File: config.mk
export PLATFORM = sky130hd
export DESIGN_NAME = mem_access
export DESIGN_NICKNAME = d
export VERILOG_FILES = /design/src/rtl/mem_access_pkg.sv /design/src/rtl/mem_access_load_aligner.sv /design/src/rtl/mem_access.sv
export SDC_FILE = /design/constraint.sdc
export NUM_CORES = 1
export LEC_CHECK = 0
export ABC_AREA = 1
export CAP_MARGIN = 40
export CORE_AREA = 2 2 141 109
export DETAILED_ROUTE_END_ITERATION = 6
export DIE_AREA = 0 0 143 111
export GPL_TIMING_DRIVEN = 1
export PLACE_DENSITY = 0.88
export SYNTH_ARGS = -nofsm -noshare
export SYNTH_HDL_FRONTEND = slang
export SYNTH_SLANG_ARGS = --single-unit
export TNS_END_PERCENT = 1
File: constraint.sdc
create_clock -name clk -period 2.3 [get_ports clk]
set_input_delay 0.46 -clock clk [delete_from_list [all_inputs] [get_ports clk]]
set_output_delay 0.46 -clock clk [all_outputs]
set_load 0.005 [all_outputs]
File: src/rtl/mem_access_pkg.sv
// Shared types and constants for the memory-access stage.
// Covers the datapath width, the access FSM states and the RV32I load/store size codes.
package all_pkgs;

    localparam int WIDTH = 32;

    typedef enum logic [1:0] {
        IDLE,
        REQ,
        WAIT,
        DONE
    } mem_state_t;

    localparam logic [2:0] F3_LB  = 3'b000;
    localparam logic [2:0] F3_LH  = 3'b001;
    localparam logic [2:0] F3_LW  = 3'b010;
    localparam logic [2:0] F3_LBU = 3'b100;
    localparam logic [2:0] F3_LHU = 3'b101;
    localparam logic [2:0] F3_SB  = 3'b000;
    localparam logic [2:0] F3_SH  = 3'b001;
    localparam logic [2:0] F3_SW  = 3'b010;

    // Access size comes from funct3[1:0]: 00 byte, 01 half, anything else a word.
    function automatic logic is_misaligned(input logic [2:0] funct3, input logic [1:0] addr_lo);
        case (funct3[1:0])
            2'b00:   is_misaligned = 1'b0;
            2'b01:   is_misaligned = addr_lo[0];
            default: is_misaligned = |addr_lo;
        endcase
    endfunction

endpackage

File: src/rtl/mem_access_load_aligner.sv
// Picks the addressed byte/half/word out of a memory read word and
// sign- or zero-extends it according to the load's funct3.
module load_aligner
    import all_pkgs::*;
(
    input  logic [WIDTH-1:0] rdata,
    input  logic [1:0]       addr,
    input  logic [2:0]       funct3,
    output logic [WIDTH-1:0] mem_data
);

    logic [7:0]  byte_sel;
    logic [15:0] half_sel;

    assign byte_sel = rdata[8*addr +: 8];
    assign half_sel = addr[1] ? rdata[31:16] : rdata[15:0];

    always_comb begin
        case (funct3)
            F3_LB:   mem_data = {{24{byte_sel[7]}}, byte_sel};
            F3_LBU:  mem_data = {24'd0, byte_sel};
            F3_LH:   mem_data = {{16{half_sel[15]}}, half_sel};
            F3_LHU:  mem_data = {16'd0, half_sel};
            default: mem_data = rdata;
        endcase
    end

endmodule

File: src/rtl/mem_access.sv
// Memory-access pipeline stage: issues one data-memory request at a time,
// stalls the pipeline while it is outstanding, and aligns store/load data.
module mem_access
    import all_pkgs::*;
(
    input  logic             clk,
    input  logic             rst,
    input  logic             ex_valid,
    input  logic             ex_mem_rd_en,
    input  logic             ex_mem_wr_en,
    input  logic [2:0]       ex_funct3,
    input  logic [WIDTH-1:0] ex_alu_result,
    input  logic [WIDTH-1:0] ex_rs2_data,
    input  logic [4:0]       ex_rd,
    input  logic             ex_reg_wr_en,
    input  logic             ex_mem_to_reg,
    input  logic [1:0]       ex_wb_sel,
    output logic             dmem_req_valid,
    input  logic             dmem_req_ready,
    output logic [WIDTH-1:0] dmem_addr,
    output logic             dmem_we,
    output logic [3:0]       dmem_wstrb,
    output logic [WIDTH-1:0] dmem_wdata,
    input  logic             dmem_rsp_valid,
    input  logic [WIDTH-1:0] dmem_rdata,
    output logic             mem_stall,
    output logic             misalign_exc,
    output logic [WIDTH-1:0] mem_data,
    output logic [WIDTH-1:0] alu_result,
    output logic [4:0]       rd,
    output logic             mem_to_reg,
    output logic             reg_wr_en,
    output logic [1:0]       wb_sel
);

    mem_state_t state_q, state_d;

    logic [WIDTH-1:0] addr_q, wdata_q, rdata_q, ext_data;
    logic [3:0]       wstrb_q;
    logic [2:0]       funct3_q;
    logic [4:0]       rd_q;
    logic [1:0]       wb_sel_q;
    logic             we_q, load_q, reg_wr_en_q, mem_to_reg_q;

    logic             is_mem, misaligned, start;
    logic [3:0]       st_wstrb;
    logic [WIDTH-1:0] st_wdata;
    logic             req_valid, stall, exc;

    assign is_mem     = ex_valid & (ex_mem_rd_en | ex_mem_wr_en);
    assign misaligned = is_mem & is_misaligned(ex_funct3, ex_alu_result[1:0]);
    assign start      = is_mem & ~misaligned;

    // Store lanes: narrow data is replicated so the strobe alone selects the bytes.
    always_comb begin
        case (ex_funct3[1:0])
            2'b00: begin
                st_wstrb = 4'b0001 << ex_alu_result[1:0];
                st_wdata = {4{ex_rs2_data[7:0]}};
            end
            2'b01: begin
                st_wstrb = 4'b0011 << {ex_alu_result[1], 1'b0};
                st_wdata = {2{ex_rs2_data[15:0]}};
            end
            default: begin
                st_wstrb = 4'b1111;
                st_wdata = ex_rs2_data;
            end
        endcase
    end

    // NOTE: sequential state uses non-blocking assignments so every register samples pre-edge values.
    always_ff @(posedge clk) begin
        if (rst) begin
            state_q      <= IDLE;
            addr_q       <= '0;
            wdata_q      <= '0;
            wstrb_q      <= '0;
            funct3_q     <= '0;
            we_q         <= 1'b0;
            load_q       <= 1'b0;
            rd_q         <= '0;
            reg_wr_en_q  <= 1'b0;
            mem_to_reg_q <= 1'b0;
            wb_sel_q     <= '0;
            rdata_q      <= '0;
        end else begin
            state_q <= state_d;
            if (state_q == IDLE && start) begin
                addr_q       <= ex_alu_result;
                wdata_q      <= st_wdata;
                wstrb_q      <= st_wstrb;
                funct3_q     <= ex_funct3;
                we_q         <= ex_mem_wr_en;
                load_q       <= ex_mem_rd_en;
                rd_q         <= ex_rd;
                reg_wr_en_q  <= ex_reg_wr_en;
                mem_to_reg_q <= ex_mem_to_reg;
                wb_sel_q     <= ex_wb_sel;
            end
            if (state_q == WAIT && dmem_rsp_valid)
                rdata_q <= dmem_rdata;
        end
    end

    // NOTE: defaults come first so every path assigns every signal and no latch is inferred.
    always_comb begin
        state_d   = state_q;
        req_valid = 1'b0;
        stall     = 1'b0;
        exc       = 1'b0;
        case (state_q)
            IDLE: begin
                exc = misaligned;
                if (start) begin
                    stall   = 1'b1;
                    state_d = REQ;
                end
            end
            REQ: begin
                req_valid = 1'b1;
                stall     = 1'b1;
                if (dmem_req_ready) state_d = WAIT;
            end
            WAIT: begin
                stall = 1'b1;
                if (dmem_rsp_valid) state_d = DONE;
            end
            DONE:    state_d = IDLE;
            default: state_d = IDLE;
        endcase
    end

    load_aligner u_load_aligner (
        .rdata    (rdata_q),
        .addr     (addr_q[1:0]),
        .funct3   (funct3_q),
        .mem_data (ext_data)
    );

    // Outside IDLE the writeback fields come from the latched copy of the memory op.
    always_comb begin
        if (state_q == IDLE) begin
            alu_result = ex_alu_result;
            rd         = ex_rd;
            mem_to_reg = ex_mem_to_reg;
            wb_sel     = ex_wb_sel;
            mem_data   = '0;
            reg_wr_en  = ex_valid & ex_reg_wr_en & ~misaligned & ~rst;
        end else begin
            alu_result = addr_q;
            rd         = rd_q;
            mem_to_reg = mem_to_reg_q;
            wb_sel     = wb_sel_q;
            mem_data   = load_q ? ext_data : '0;
            reg_wr_en  = reg_wr_en_q & ~rst;
        end
    end

    assign dmem_req_valid = req_valid & ~rst;
    assign dmem_addr      = {addr_q[WIDTH-1:2], 2'b00};
    assign dmem_we        = dmem_req_valid & we_q;
    assign dmem_wstrb     = dmem_req_valid ? wstrb_q : 4'b0000;
    assign dmem_wdata     = wdata_q;
    assign mem_stall      = stall & ~rst;
    assign misalign_exc   = exc & ~rst;

endmodule
==> flow_summary.ini, run 1 <==
[timing]
maxClockFrequency_mhz = 420
timing.final.ws_setup_ps = -79.9
slew_headroom = 0.494
report.final.hold_viol_count = 0
setup_repair_after_global_routing_missed_its_margin = yes
finClkSkew_ps = 10.3
report.final.slew_viol_count = 0
post-route-min-period_ps = 2380
timing.final.setup_violations = 4
final.period_utilization = 1.03
worst_slew_pin_slew_ps = 756
timing.hold.ws_ps = 463

[power]
worst_ir_drop_vdd_mv = 0.638
power.share.switching = 0.338
power.share.sequential = 0.261
share_clk_of_total_power = 0.307
powerDensity_nw_per_um2 = 1010
pwr-share-comb = 0.432
power.switching_uw = 3230
p_leak_uw = 0.00403
p_int_uw = 6330

[clocking]
clk-insertion-delay-late_ps = 410
clock_sink_count = 116
cts-root-buf = sky130_fd_sc_hd__clkbuf_16
cts_max_level = 4
cts_hold_repair.buffers = 0
cts_max_path_buffers = 2
cts.reportedPaths.clkPinSlew_ps = 60
tritoncts = done
cts-buffers-inserted = 17

[synthesis]
synth.yosys.seq_area_share = 0.381
synth-seq-cells = 116
synth_cell_types = 23
postSynthCellCount = 962
synth_warnings = 0
mapped_area_um2 = 6100
avg_cell_area_syn_um2 = 6.34

[worst_setup_path]
cp_data_arrival_time_ps = 1920
r2r_depth = 9
startpoint_type = flip-flop
reg2reg_slack_ps = 310
cp-end-kind = output pin
regToRegStartpoint = state_q[0]
regToRegEndpoint = dmem_wdata[13]
worst-endpoint-required_ps = 1840
crit_type = reg -> out
critPathMaxFanout = 10

[grt]
grt_pass1_wl_um = 33400
gr-usage-all-layers = 0.263
grt_overflow_total = 0
first_global_vias = 6771
grt_max_degree = 78
antenna_found_initial = 1

[die]
pin_count = 260
core_area_um2 = 14700
row_count = 39
die-width_um = 143
starting_utilization_of_the_core_area = 0.415
dieArea_um2 = 15900
dieHeight_um = 111

[min_path]
holdPathStages = 2
timing.hold.worst_endpoint = dmem_wdata[18]
worstHoldStart = dmem_wdata[18]
min_path_type = reg -> reg

[run_status]
run_status = finished, violations left
failed_checks = setup timing

[routing]
drt-total-wl_um = 21100
ant_nets = 0
drt_iter0_drc = 615
drc = 0
dr_total_vias = 7128
routed_wire_length_per_instance_um = 14.9
vias_per_cell = 5.03
drt_pre_antenna_iters = 6

[finish]
multi_input_comb_area_um2 = 3180
design.final.nets = 1317
drive_gt1_frac = 0.149
sequential_cell_area_um2 = 2330
instances_no_fill = 1416
synthToLayoutAreaGrowth_pct = 55.9
layout.filler_cells = 1301
diodes = 0

[flow_run]
maxCapViolCount = 0

[placed_design]
detailedPlace.worstSlack_ps = -473
buffer_ports.inserted = 257
dpl.hpwl_um = 14500
placed_cells = 1370
final_weighted_congestion_in_routability_driven_placement = 0.909
[worst max-delay path, cell delays in order, from the launching register on]
cell                            delay [ps]
sky130_fd_sc_hd__dfxtp_2               330
sky130_fd_sc_hd__inv_2                  50
sky130_fd_sc_hd__ha_4                  160
sky130_fd_sc_hd__buf_4                 140
sky130_fd_sc_hd__nor2_4                120
sky130_fd_sc_hd__buf_6                 150
sky130_fd_sc_hd__buf_6                 130
sky130_fd_sc_hd__o21ai_0                80
sky130_fd_sc_hd__nor2_1                120
sky130_fd_sc_hd__dlygate4sd2_1         240
[layout make-up]
| cell class | count | share of cell area |
|---|---|---|
| multi-input combinational | 714 | 0.335 |
| inverter | 38 | 0.0154 |
| sequential | 116 | 0.245 |
| clock inverter | 12 | 0.0212 |
| clock buffer | 20 | 0.0481 |
| tap | 205 | 0.0270 |
| timing repair buffer | 311 | 0.309 |
[power by group through the flow]
stage	sequential [uW]	clock, uW	combinational, uW
floorplan	2460	0	1770
global placement	2510	0	3410
detailed placement	2510	0	3470
CTS	2480	2980	4110
global route	2520	3080	4520
finish	2500	2940	4130
[Yosys cell counts]
master,count,area share
sky130_fd_sc_hd__ha_1,4,0.0082
sky130_fd_sc_hd__o21ai_0,86,0.071
sky130_fd_sc_hd__nand3_4,1,0.0029
sky130_fd_sc_hd__nand3_1,18,0.015
sky130_fd_sc_hd__buf_4,38,0.047
sky130_fd_sc_hd__a21oi_1,104,0.085
sky130_fd_sc_hd__nor2_2,1,0.0010
sky130_fd_sc_hd__nand2_1,372,0.23
sky130_fd_sc_hd__nand4_1,2,0.0021
sky130_fd_sc_hd__buf_2,9,0.0074
sky130_fd_sc_hd__nand2_4,1,0.0018
sky130_fd_sc_hd__inv_1,33,0.020
sky130_fd_sc_hd__inv_2,5,0.0031
sky130_fd_sc_hd__buf_1,3,0.0018
sky130_fd_sc_hd__o211ai_1,9,0.011
sky130_fd_sc_hd__nand2_2,3,0.0031
sky130_fd_sc_hd__nor2_1,95,0.058
sky130_fd_sc_hd__buf_6,6,0.011
sky130_fd_sc_hd__dfxtp_1,116,0.38
sky130_fd_sc_hd__clkbuf_1,39,0.024
sky130_fd_sc_hd__conb_1,1,0.00062
sky130_fd_sc_hd__o221ai_1,4,0.0057
sky130_fd_sc_hd__nor3_1,12,0.0099
[flip-flops by register name, indices dropped and copies added (netlist names)]
name	cells
mem_to_reg_q	1
rd_q	5
load_q	1
wstrb_q	4
addr_q	32
dmem_wdata	32
rdata_q	32
funct3_q	3
state_q	2
reg_wr_en_q	1
wb_sel_q	2
we_q	1
[cell families (layout without fill, tap and decap cells)]
group / Yosys count / in the layout / synth area share
AOI/OAI and AO/OA: 203 / 203 / 0.173
buffers and inverters: 133 / 381 / 0.115
and+or+nand+nor: 505 / 505 / 0.323
other: 1 / 2 / 0.000615
adders and majority gates: 4 / 4 / 0.00821
DFF: 116 / 116 / 0.381
[cells in the final DEF (no fill, tap or decap), types with 13 or more instances in the layout]
cell / count
sky130_fd_sc_hd__a21oi_1: 102
sky130_fd_sc_hd__clkbuf_2: 38
sky130_fd_sc_hd__o21ai_0: 79
sky130_fd_sc_hd__nor2_1: 92
sky130_fd_sc_hd__clkdlybuf4s50_1: 174
sky130_fd_sc_hd__inv_1: 30
sky130_fd_sc_hd__buf_2: 19
sky130_fd_sc_hd__dlygate4sd2_1: 13
sky130_fd_sc_hd__buf_4: 30
sky130_fd_sc_hd__nand3_1: 16
sky130_fd_sc_hd__clkbuf_16: 18
sky130_fd_sc_hd__nand2_1: 364
sky130_fd_sc_hd__dfxtp_1: 111
[per-layer routing]
metal | vias to the layer above | part of all wire | global-route usage
met5 | - | 0.00062 | 0
met1 | 3222 | 0.43 | 0.350
met2 | 351 | 0.44 | 0.410
li1 | 3515 | - | -
met3 | 38 | 0.11 | 0.0808
met4 | 2 | 0.017 | 0.0818
[worst max-delay path by stage]
| stage | startpoint | endpoint | slack, ps | cells past startpoint |
|---|---|---|---|---|
| floorplan | state_q[0] | mem_data[3] | 450 | 6 |
| global placement | ex_valid | misalign_exc | -470 | 7 |
| detailed placement | ex_valid | misalign_exc | -470 | 7 |
| CTS | state_q[1] | alu_result[0] | -220 | 6 |
| global route | state_q[0] | mem_data[0] | -180 | 9 |
| finish | state_q[0] | mem_data[22] | -80 | 9 |
[what timing repair did]
item / CTS / global route
gates cloned: 4 / 1
setup buffers: 8 / 1
setup endpoints to repair: 80 / 79
pin swaps: 8 / 14
gates resized for setup: 154 / 128
[through the flow]
| stage | TNS, ps | power [uW] | utilization | cell area, um2 |
|---|---|---|---|---|
| floorplan | 0 | 4230 | - | 6100 |
| global placement | -14730 | 5920 | 0.595 | 8730 |
| detailed placement | -19070 | 5980 | 0.595 | 8730 |
| CTS | -2060 | 9580 | 0.657 | 9650 |
| global route | -1790 | 10100 | 0.647 | 9500 |
| finish | -205 | 9560 | 0.647 | 9500 |
(Power assumes the default switching activity.)
==> inputs of run 2 (changes only) <==
Settings changed: CORE_AREA 2 2 141 109 to 2 2 146 112, DIE_AREA 0 0 143 111 to 0 0 148 114, PLACE_DENSITY 0.88 to 0.84.
==> run 2 against run 1 <==
Effect of this change: the flow still finishes with violations (setup timing); global-route usage down 0.050 points; utilization down 2.9 points; clock-buffer cell count up 2; sequential power about the same; routed wire length up 6.3%; largest cell class unchanged.
==> flow_summary.ini, run 2 (synthesis results as in run 1) <==
[worst_setup_path]
path_buf_inv = 2
max_stage_delay_ps = 500
critPathSlowestCell = sky130_fd_sc_hd__clkdlybuf4s50_1
critPathMaxFanout = 13
cp_data_arrival_time_ps = 2030
startpoint_type = flip-flop
crit_type = reg -> out
crit_path_cell_trace = buf_12 -> o21ai_0 -> o21ai_1 -> nand2_4 -> nand2_4 -> nor2_2 -> clkdlybuf4s50_1
crit_family = buffers and inverters
cp-end-kind = output pin
worst-endpoint-required_ps = 1840
cpMostUsedCell = sky130_fd_sc_hd__nand2_4

[grt]
first_global_vias = 6831
gr-usage-all-layers = 0.263
grt_overflow_total = 0
grt_max_degree = 83
grt_pass1_wl_um = 35200
antenna_found_initial = 0

[die]
pin_count = 260
core_area_um2 = 15600
dieHeight_um = 114
starting_utilization_of_the_core_area = 0.390
row_count = 40
die-width_um = 148
dieArea_um2 = 16900

[timing]
report.final.hold_viol_count = 0
report.final.slew_viol_count = 0
timing.final.ws_setup_ps = -187
maxClockFrequency_mhz = 402
slew_headroom = 0.414
finClkSkew_ps = 9.07
worst_slew_pin_slew_ps = 879
timing.final.setup_violations = 10
setup_repair_after_global_routing_missed_its_margin = yes
post-route-min-period_ps = 2490
timing.hold.ws_ps = 461
final.period_utilization = 1.08

[routing]
drt-total-wl_um = 22400
routed_wire_length_per_instance_um = 15.8
dr_total_vias = 7229
vias_per_cell = 5.08
drt_pre_antenna_iters = 5
drc = 0
ant_nets = 0
drt_iter0_drc = 743

[power]
worst_ir_drop_vdd_mv = 0.505
powerDensity_nw_per_um2 = 968
total_chip_power_uw = 9330
p_leak_uw = 0.00410

[placed_design]
placedInstanceArea_um2 = 8760
buffer_ports.inserted = 257
dpl.hpwl_um = 15200
final_weighted_congestion_in_routability_driven_placement = 0.933

[finish]
mostFrequentLayoutCells = sky130_fd_sc_hd__nand2_1 (366), sky130_fd_sc_hd__clkdlybuf4s50_1 (181), sky130_fd_sc_hd__dfxtp_1 (111)
final_util = 0.618
diodes = 0
layout.filler_cells = 1412
design.final.nets = 1318
mostFrequentLayoutCell = sky130_fd_sc_hd__nand2_1
fin_area_um2 = 9650
synthToLayoutAreaGrowth_pct = 58.2
drive_gt1_frac = 0.111

[clocking]
cts-root-buf = sky130_fd_sc_hd__clkbuf_16
tritoncts = done
cts_max_path_buffers = 2
cts_max_level = 4
clock_sink_count = 116
cts_hold_repair.buffers = 0
cts-buffers-inserted = 17
clk-insertion-delay-late_ps = 410
cts.reportedPaths.clkPinSlew_ps = 60

[run_status]
run_status = finished, violations left
failed_checks = setup timing

[min_path]
min_path_type = reg -> reg

[flow_run]
maxCapViolCount = 0
-- run 2: cell types whose count changed in the layout (fill, tap and decap cells not counted), moves of 6 or more --
cell,before,now
sky130_fd_sc_hd__dlygate4sd2_1,13,56
sky130_fd_sc_hd__clkbuf_2,38,7
sky130_fd_sc_hd__buf_2,19,3
sky130_fd_sc_hd__buf_4,30,38
sky130_fd_sc_hd__clkdlybuf4s50_1,174,181
sky130_fd_sc_hd__buf_6,9,3
-- run 2: metal layers --
layer	vias to the layer above	global-route usage	wire (um)
met1	3342	0.347	9880
li1	3515	-	-
met3	42	0.0652	1910
met5	-	0	0
met2	330	0.421	10100
met4	0	0.0921	506
-- run 2: path summary, 6_finish.rpt --
| path | start | end | slack, ps | depth (start not counted) |
|---|---|---|---|---|
| worst min register to register | dmem_wdata[21] | dmem_wdata[21] | 460 | 2 |
| worst max-delay path | addr_q[1] | mem_data[27] | -190 | 7 |
| worst min-delay path | dmem_wdata[21] | dmem_wdata[21] | 460 | 2 |
| worst max register to register | state_q[0] | dmem_wdata[29] | 370 | 8 |
-- run 2: cell type report --
cell class                 count  area [um2]  share of cell area
clock buffer                  22         464              0.0481
clock inverter                10         178              0.0184
multi-input combinational    715        3190               0.330
timing repair buffer         311        3070               0.318
tap                          210         263              0.0272
inverter                      38         155              0.0161
sequential                   116        2330               0.241
-- run 2: worst register-to-register path, cell delays in order, from the launching register on --
cell and delay, ps:
sky130_fd_sc_hd__dfxtp_2 330, sky130_fd_sc_hd__inv_2 50, sky130_fd_sc_hd__ha_4 170, sky130_fd_sc_hd__buf_12 150, sky130_fd_sc_hd__nand3_4 80, sky130_fd_sc_hd__buf_6 350
sky130_fd_sc_hd__buf_4 420, sky130_fd_sc_hd__nand2_1 100, sky130_fd_sc_hd__a21oi_1 190
-- run 2: report_power, final --
group	total [uW]	leakage, uW	switching, uW	internal (uW)
registers	2490	0.000946	204	2290
clock network	2900	0.000314	924	1970
logic	3950	0.00284	2080	1860
total	9330	0.00410	3210	6120
-- run 2: repair_timing --
| item | 4_1_cts | 5_1_grt |
|---|---|---|
| endpoints found under the setup margin | 80 | 71 |
| gates cloned | 5 | 1 |
| resized for setup | 116 | 40 |
| pin swaps | 5 | 4 |
| buffers inserted | 4 | 2 |
-- run 2: per-stage QoR --
stage,setup slack (ps),instances,setup TNS (ps)
2_1_floorplan,454,963,0
5_1_grt,-270,1422,-2040
3_5_place_dp,-378,1378,-18410
3_3_place_gp,-327,1378,-15950
6_report,-187,1422,-599
4_1_cts,-190,1419,-1400
